## src/rtl/sid_write_sequencer.sv

```systemverilog
// Timed SID register-write scheduler: FIFO of {delay, addr, data} entries, each issued
// as a one-clk sid_we after its delay in ce_1m ticks. Optional shadow regfile: SIDSEQ_SHADOW_EN.
module sid_write_sequencer #(
    parameter int DEPTH_LOG2 = 4,
    parameter int DELAY_W    = 16
) (
    input  logic                  clk,
    input  logic                  reset,
    input  logic                  ce_1m,
    input  logic                  push_valid,
    output logic                  push_ready,
    input  logic [DELAY_W-1:0]    push_delay,
    input  logic [4:0]            push_addr,
    input  logic [7:0]            push_data,
    input  logic                  flush,
    output logic                  sid_we,
    output logic [4:0]            sid_addr,
    output logic [7:0]            sid_data,
    output logic [DEPTH_LOG2:0]   level,
    output logic                  empty,
    output logic                  busy
`ifdef SIDSEQ_SHADOW_EN
    ,
    input  logic [4:0]            shadow_raddr,
    output logic [7:0]            shadow_rdata
`endif
);

    // state | meaning
    // IDLE  | no entry in flight; pops the FIFO head when one is available
    // WAIT  | counting down the popped entry's delay on ce_1m ticks
    // ISSUE | sid_we is high this cycle with the latched addr/data
    typedef enum logic [1:0] {
        IDLE  = 2'd0,
        WAIT  = 2'd1,
        ISSUE = 2'd2
    } state_t;

    typedef struct packed {
        logic [DELAY_W-1:0] delay;
        logic [4:0]         addr;
        logic [7:0]         data;
    } entry_t;

    localparam int DEPTH = 1 << DEPTH_LOG2;
    localparam logic [DEPTH_LOG2:0]   LVL_FULL = (DEPTH_LOG2+1)'(DEPTH);
    localparam logic [DEPTH_LOG2:0]   LVL_ONE  = (DEPTH_LOG2+1)'(1);
    localparam logic [DEPTH_LOG2-1:0] PTR_ONE  = DEPTH_LOG2'(1);
    localparam logic [DELAY_W-1:0]    CNT_ONE  = DELAY_W'(1);

    entry_t                  mem [DEPTH];
    logic [DEPTH_LOG2-1:0]   wr_ptr;
    logic [DEPTH_LOG2-1:0]   rd_ptr;
    logic [DELAY_W-1:0]      cnt;
    logic [4:0]              lat_addr;
    logic [7:0]              lat_data;
    state_t                  state;
    state_t                  state_next;
    logic                    pop;
    logic                    push_fire;
    entry_t                  head;

    // Ready depends on the registered level only; a same-cycle pop never frees a slot early.
    assign push_ready = (level != LVL_FULL);
    assign push_fire  = push_valid & push_ready & ~flush;
    assign head       = mem[rd_ptr];
    assign busy       = (state != IDLE);
    assign empty      = (level == '0) && (state == IDLE);

    always_comb begin
        state_next = state;
        pop        = 1'b0;
        case (state)
            IDLE: begin
                if (level != '0) begin
                    pop        = 1'b1;
                    state_next = WAIT;
                end
            end
            WAIT: begin
                if (ce_1m && (cnt == '0)) begin
                    state_next = ISSUE;
                end
            end
            ISSUE: begin
                state_next = IDLE;
            end
            default: begin
                state_next = IDLE;
            end
        endcase
        if (flush) begin
            state_next = IDLE;
            pop        = 1'b0;
        end
    end

    always_ff @(posedge clk) begin
        if (push_fire) begin
            mem[wr_ptr] <= '{delay: push_delay, addr: push_addr, data: push_data};
        end
    end

    always_ff @(posedge clk) begin
        if (reset) begin
            state    <= IDLE;
            wr_ptr   <= '0;
            rd_ptr   <= '0;
            level    <= '0;
            cnt      <= '0;
            lat_addr <= '0;
            lat_data <= '0;
            sid_we   <= 1'b0;
            sid_addr <= '0;
            sid_data <= '0;
        end else if (flush) begin
            state  <= IDLE;
            wr_ptr <= '0;
            rd_ptr <= '0;
            level  <= '0;
            cnt    <= '0;
            sid_we <= 1'b0;
        end else begin
            state <= state_next;
            if (push_fire) begin
                wr_ptr <= wr_ptr + PTR_ONE;
            end
            if (pop) begin
                rd_ptr   <= rd_ptr + PTR_ONE;
                cnt      <= head.delay;
                lat_addr <= head.addr;
                lat_data <= head.data;
            end else if ((state == WAIT) && ce_1m && (cnt != '0)) begin
                cnt <= cnt - CNT_ONE;
            end
            case ({push_fire, pop})
                2'b10:   level <= level + LVL_ONE;
                2'b01:   level <= level - LVL_ONE;
                default: level <= level;
            endcase
            // Strobe is registered so it lands exactly one clk after the terminal ce_1m.
            sid_we <= (state_next == ISSUE);
            if (state_next == ISSUE) begin
                sid_addr <= lat_addr;
                sid_data <= lat_data;
            end
        end
    end

`ifdef SIDSEQ_SHADOW_EN
    logic [7:0] shadow [25];

    // Shadow tracks real SID registers only; flush leaves it intact.
    always_ff @(posedge clk) begin
        if (reset) begin
            for (int i = 0; i < 25; i++) begin
                shadow[i] <= '0;
            end
            shadow_rdata <= '0;
        end else begin
            if (sid_we && (sid_addr <= 5'd24)) begin
                shadow[sid_addr] <= sid_data;
            end
            shadow_rdata <= (shadow_raddr <= 5'd24) ? shadow[shadow_raddr] : 8'h00;
        end
    end
`endif

endmodule

```

## config.mk

```make
export PLATFORM = sky130hd
export DESIGN_NAME = sid_write_sequencer
export DESIGN_NICKNAME = d
export VERILOG_FILES = /design/src/rtl/sid_write_sequencer.sv
export SDC_FILE = /design/constraint.sdc
export NUM_CORES = 1
export LEC_CHECK = 0
export BUFFER_PORTS_ARGS = -buffer_cell sky130_fd_sc_hd__buf_4
export CAP_MARGIN = 5
export CORE_UTILIZATION = 60
export DETAILED_ROUTE_END_ITERATION = 6
export PLACE_DENSITY = 0.89
export SLEW_MARGIN = 5
export SYNTH_ARGS = -nofsm -noshare
export SYNTH_HDL_FRONTEND = slang
export SYNTH_SLANG_ARGS = --single-unit
```

## constraint.sdc

```tcl
create_clock -name clk -period 4.3 [get_ports clk]
set_input_delay 0.215 -clock clk [delete_from_list [all_inputs] [get_ports clk]]
set_output_delay 0.215 -clock clk [all_outputs]
set_load 0.01 [all_outputs]
```

==> results.json, run 1 <==
{
  "status": "finished, final reports clean",
  "clkSinkCount": 526,
  "syn-num-nets": 1086,
  "pin_count": 56,
  "report.final.slew_viol_count": 0,
  "power.share.clock_pct": 42.7,
  "most-common-layout-cells": "edfxtp_1, mux4_2, buf_4",
  "num-nets-final": 1191,
  "start_kind": "flip-flop",
  "gp_congestion": 0.773,
  "leakage_uw": 0.00739,
  "fin_crit_sh_pct": 71.5,
  "initial_core_util_pct": 61.0,
  "dpl_cell_area_sq_mm": 0.0215,
  "crit_path_frequent_cell": "o21a_1",
  "internal_power_uw": 8300,
  "pwr_density_cell_mw_per_mm2": 443,
  "wl_met1_mm": 17.2,
  "timing.fmax_mhz": 325,
  "cap_violations": 0,
  "synthTopCellsByArea": "edfxtp_1, mux4_2, dfxtp_1",
  "yosys_warnings": 0,
  "synth.distinct_cells": 60,
  "setup_tns_ns": 0,
  "die_h_microns": 187,
  "cp_slowest_stage_delay_ns": 0.54,
  "root_buffer": "clkbuf_16",
  "grt.total_usage_pct": 28.3,
  "dr.pass1.iters": 5,
  "synth_flop_cell": "edfxtp_1",
  "syn2layout_area_growth_pct": 14.5,
  "clk_latency_ns": 0.56,
  "wl_per_cell_microns": 29.6,
  "required_ns": 4.79,
  "grt_pass1_wl_mm": 72.2,
  "numCtsBuffers": 50,
  "grt_max_degree": 44,
  "final_common_cell": "edfxtp_1",
  "met3_length_mm": 4.92,
  "post-route-cell-area_sq_mm": 0.0234,
  "rsz0062_at_grt": "false",
  "cp.buffers_inverters": 2,
  "cts_tree": "yes",
  "core_area_sq_mm": 0.0335,
  "viasPerCell": 6.81,
  "worst-r2r-setup-slack_ns": 1.23,
  "die_width_microns": 187,
  "grt.overflow.total": 0,
  "synth_seq_cells": 526,
  "cts_buffer_depth": 3,
  "hold_start": "push_delay[8]",
  "path_delay_family": "compound AO/OA/AOI/OAI gates",
  "worst_pin_slew_ns": 1.20,
  "path_max_fanout": 9,
  "async_flop_share_pct": 0,
  "hold_buffers": 30,
  "port_buffers": 55,
  "rr_endpoint": "level[4]$_SDFFE_PP0P_",
  "multi_input_area_sq_mm": 0.00504,
  "drc": 0,
  "htreeDepth": 2,
  "num-fill-cells": 1940,
  "crit_chain": "nor4_4 -> a211oi_1 -> buf_4 -> inv_1 -> ha_1 -> xor2_1 -> ha_1 -> o21a_1 -> o21a_1 -> o21a_1 -> or4_1 -> a21oi_1",
  "power.switching_uw": 2080,
  "first_iter_violations": 1437,
  "antenna_left": 0,
  "finalWirelength_mm": 48.4,
  "synth_top_area_share_pct": 68.1,
  "die-area_sq_mm": 0.0348,
  "postCtsSetupBuffers": 0,
  "p_seq_share_pct": 53.9,
  "timing.reg2reg.worst_path_depth": 12,
  "synth_top_area_cell": "edfxtp_1",
  "relSlewSlack_pct": 19.8,
  "worstPathArrival_ns": 3.56,
  "clk_pin_slew_worst_paths_ns": 0.06,
  "num_rows": 67,
  "comb_power_share_pct": 3.4,
  "ys_seq_area_share_pct": 74.2,
  "ir_drop_mv": 0.365,
  "whs_path_depth": 1,
  "crit_type": "flip-flop to flip-flop",
  "hold_viol": 0,
  "syn_area_sq_mm": 0.0205,
  "hold_class": "primary input to flip-flop",
  "min_to": "mem[5][21]$_DFFE_PP_",
  "avgSynthCellArea_sq_um": 19.7,
  "grt_pass1_vias": 11700,
  "synth-edff-count": 464,
  "min_period_ns": 3.07,
  "finClkSkew_ns": 0.00951,
  "post_cts_resized": 0,
  "dp_hpwl_mm": 25.8,
  "seq_area_sq_mm": 0.0152,
  "wl_met2_mm": 24.4,
  "setup_violations": 0,
  "timing.rr.start": "level[1]$_SDFFE_PP0P_",
  "drive_gt1_share_pct": 27.2,
  "dr.max_layer_used": "met4",
  "cp_slowest_cell": "dfxtp_1",
  "grt_antenna_before_repair": 1,
  "switching_share_pct": 20.1,
  "worstSetupEndpointType": "flip-flop",
  "vias": 11100,
  "syn_inst": 1041
}
[power by group through the flow]
stage / sequential, uW / combinational [uW] / clock, uW
CTS: 5590 / 351 / 4460
finish: 5590 / 354 / 4440
global route: 5590 / 374 / 4640
global placement: 5700 / 307 / 0
floorplan: 5700 / 181 / 0
detailed placement: 5700 / 320 / 0
[cell families (layout without fill, tap and decap cells)]
| logic type | count (synthesis) | after routing | synth area share, % |
|---|---|---|---|
| compound gates | 123 | 123 | 4.58 |
| xor+xnor | 20 | 20 | 0.856 |
| fa+ha+maj | 11 | 11 | 0.673 |
| flops | 526 | 526 | 74.2 |
| other cells | 0 | 1 | 0 |
| mux | 132 | 132 | 13.6 |
| simple gates | 160 | 160 | 4.35 |
| buf+inv | 69 | 214 | 1.76 |
[Yosys cell counts (10+ instances only)]
library cell and instances:
a211oi_1 12, a221oi_1 20, a22o_1 20, buf_2 20
buf_4 10, clkbuf_1 24, dfxtp_1 62, edfxtp_1 464
ha_1 11, mux4_2 116, nand2_1 20, nand3b_1 15
nor2_1 61, o21ai_0 21, o22ai_1 11, xor2_1 13
[worst max path at each step]
| stage | from | endpoint | slack [ns] | cells after the start |
|---|---|---|---|---|
| finish | level[1]$_SDFFE_PP0P_ | level[4]$_SDFFE_PP0P_ | 1.23 | 12 |
| global route | level[1]$_SDFFE_PP0P_ | level[4]$_SDFFE_PP0P_ | 1.02 | 12 |
| CTS | level[1]$_SDFFE_PP0P_ | level[4]$_SDFFE_PP0P_ | 1.24 | 12 |
| detailed placement | level[1]$_SDFFE_PP0P_ | level[4]$_SDFFE_PP0P_ | 1.28 | 12 |
| global placement | level[1]$_SDFFE_PP0P_ | level[4]$_SDFFE_PP0P_ | 1.33 | 12 |
| floorplan | level[1]$_SDFFE_PP0P_ | mem[3][0]$_DFFE_PP_ | 0.48 | 5 |
[area by class of cell]
class | count | share of cell area, %
clock inverters | 20 | 0.994
flip-flops and latches | 526 | 64.8
well taps | 448 | 2.39
inverters | 8 | 0.128
multi-input cells | 446 | 21.5
diodes | 1 | 0.0107
repair buffers | 114 | 4.08
clock buffers | 72 | 6.04
[layer usage]
metal / GRT usage (%) / vias to the layer above
met5: 0 / -
met2: 47.3 / 804
met1: 37.1 / 5691
li1: - / 4487
met4: 11.7 / 0
met3: 5.21 / 148
[worst register-to-register path: stages, from the launching register on]
cell and delay, ns:
dfxtp_1 0.54, nor4_4 0.11, a211oi_1 0.27, buf_4 0.19, inv_1 0.07, ha_1 0.31, xor2_1 0.19, ha_1 0.22
o21a_1 0.17, o21a_1 0.16, o21a_1 0.17, or4_1 0.46, a21oi_1 0.14
[flip-flops by register name, indices dropped and copies added, names as in the netlist, named ones only]
register and count:
cnt 16, lat_addr 5, lat_data 8, level 5
mem 464, rd_ptr 4, sid_addr 5, sid_data 8
sid_we 1, state 2, wr_ptr 4
[stage by stage]
stage | hold slack (ns) | util [%] | std cells | setup WS [ns] | power [uW]
final | 0.0432 | 69.8 | 1635 | 1.23 | 10400
after global routing | 0.0276 | 69.8 | 1635 | 1.02 | 10600
after CTS | 0.0181 | 69.8 | 1634 | 1.24 | 10400
after detailed placement | 0.470 | 64.0 | 1512 | 1.28 | 6020
after global placement | 0.459 | 64.0 | 1512 | 1.33 | 6010
after floorplan | 0.314 | - | 1041 | 0.477 | 5880
(Power assumes the default switching activity.)
==> run 2, diff against run 1 <==
==> constraint.sdc (replaced) <==
create_clock -name clk -period 2.9 [get_ports clk]
set_input_delay 0.145 -clock clk [delete_from_list [all_inputs] [get_ports clk]]
set_output_delay 0.145 -clock clk [all_outputs]
set_load 0.01 [all_outputs]
==> run 2 against run 1 <==
  * Setup slack got worse by 1.1 ns
  * First-iteration DRC count decreased by 2.1%
  * Maximum frequency increased by 12%
  * Via count about the same
  * Final cell count increased by 1.3%
  * Worst hold slack improved by 0.036 ns
  * Total power increased by 51%
  * Routed wire length decreased by 1.2%
  * Clock power increased by 55%
  * Final area increased by 1.8%
  * Die area unchanged
  * Sequential power increased by 48%
==> results.json, run 2 (synthesis results as in run 1) <==
{
  "clk_pin_slew_worst_paths_ns": 0.06,
  "cap_violations": 0,
  "grt.total_usage_pct": 28.2,
  "cp_slowest_stage_delay_ns": 0.41,
  "fin_crit_sh_pct": 95.0,
  "pwr_density_cell_mw_per_mm2": 659,
  "grt_antenna_before_repair": 0,
  "largest_reg_flops": 464,
  "top_register": "mem",
  "hold_class": "primary input to flip-flop",
  "path_max_fanout": 8,
  "start_kind": "flip-flop",
  "initial_core_util_pct": 61.0,
  "timing.fmax_mhz": 363,
  "relSlewSlack_pct": 42.5,
  "cts_buffer_depth": 3,
  "die-area_sq_mm": 0.0348,
  "pin_count": 56,
  "wl_per_cell_microns": 28.9,
  "dp_hpwl_mm": 26.6,
  "leakage_uw": 0.00756,
  "min_period_ns": 2.76,
  "root_buffer": "clkbuf_16",
  "worst_pin_slew_ns": 0.861,
  "numCtsBuffers": 50,
  "clkSinkCount": 526,
  "grt_pass1_wl_mm": 72.3,
  "finalWirelength_mm": 47.9,
  "path_delay_family": "simple AND/OR/NAND/NOR gates",
  "viasPerCell": 6.72,
  "hold_viol": 0,
  "cp_slowest_cell": "or4_1",
  "finClkSkew_ns": 0.0236,
  "grt_pass1_vias": 11600,
  "crit_type": "flip-flop to flip-flop",
  "dr.pass1.iters": 5,
  "cts_tree": "yes",
  "crit_path_frequent_cell": "o21a_1",
  "worstSetupEndpointType": "flip-flop",
  "seq_area_sq_mm": 0.0152,
  "utilization_pct": 71.1,
  "cp.buffers_inverters": 1,
  "setup_violations": 0,
  "worstPathArrival_ns": 3.24,
  "setup_tns_ns": 0,
  "worst-r2r-setup-slack_ns": 0.14,
  "post_cts_resized": 0,
  "drc": 0,
  "multi_input_area_sq_mm": 0.00509,
  "ir_drop_mv": 0.501,
  "htreeDepth": 2,
  "most-common-layout-cells": "edfxtp_1, mux4_2, buf_4",
  "largest_registers": "mem x464, cnt x16",
  "first_iter_violations": 1407,
  "syn2layout_area_growth_pct": 16.6,
  "crit_chain": "nor4_4 -> nand2_1 -> nand2_2 -> inv_2 -> ha_4 -> xor2_1 -> ha_2 -> o21a_1 -> o21a_1 -> o21a_1 -> or4_1 -> a21oi_1",
  "core_area_sq_mm": 0.0335,
  "vias": 11100,
  "grt.overflow.total": 0,
  "port_buffers": 55,
  "setup_slack_ns": 0.145,
  "clk_latency_ns": 0.58,
  "drive_gt1_share_pct": 29.4,
  "place_ws_ns": 0.150,
  "die_width_microns": 187,
  "grt_max_degree": 69,
  "report.final.slew_viol_count": 0,
  "hold_slack_ns": 0.0788,
  "die_h_microns": 187,
  "antenna_left": 0,
  "num-fill-cells": 1854,
  "required_ns": 3.39,
  "num_antenna_cells": 0,
  "rsz0062_at_grt": "false",
  "num_rows": 67,
  "num-nets-final": 1211,
  "final_common_cell": "edfxtp_1",
  "status": "finished, final reports clean",
  "gp_congestion": 0.765
}
-- run 2: power breakdown --
part,internal [uW],total (uW),switching [uW]
Clock,4140,6900,2760
Sequential,8270,8290,27.3
Combinational,218,523,305
-- run 2: metrics by stage --
step	cell area, sq um	instances	total power [uW]
5_1_grt	23800	1656	16100
6_report	23800	1656	15700
4_1_cts	23800	1655	15800
3_5_place_dp	21800	1530	8930
3_3_place_gp	21800	1530	8900
2_1_floorplan	20500	1041	8720
-- run 2: cell type report --
cell class              instances  area share, %
well taps                     448           2.35
multi-input cells             446           21.3
repair buffers                134           5.17
flip-flops and latches        526           63.7
inverters                       8          0.126
clock buffers                  72           5.98
clock inverters                22           1.37
-- run 2: final timing paths --
| kind | from | endpoint | depth (start not counted) |
|---|---|---|---|
| max reg2reg | level[0]$_SDFFE_PP0P_ | level[4]$_SDFFE_PP0P_ | 12 |
| min | reset | sid_data[4]$_SDFFE_PP0P_ | 2 |
| min reg2reg | state[1]$_SDFF_PP0_ | state[0]$_SDFF_PP0_ | 1 |
| max | level[0]$_SDFFE_PP0P_ | level[4]$_SDFFE_PP0P_ | 12 |
-- run 2: metal layers --
layer  vias up  wire [microns]  global-route usage, %
met5         -               0                      0
met4         0            2000                   11.9
met3       167            4800                   5.12
met2       780           24600                   48.0
met1      5645           16500                   36.1
li1       4533               -                      -
-- run 2: timing repair --
item	in CTS	in global routing
hold buffers	31	0
setup endpoints to repair	0	1
hold endpoints to repair	467	0
setup buffers	0	1
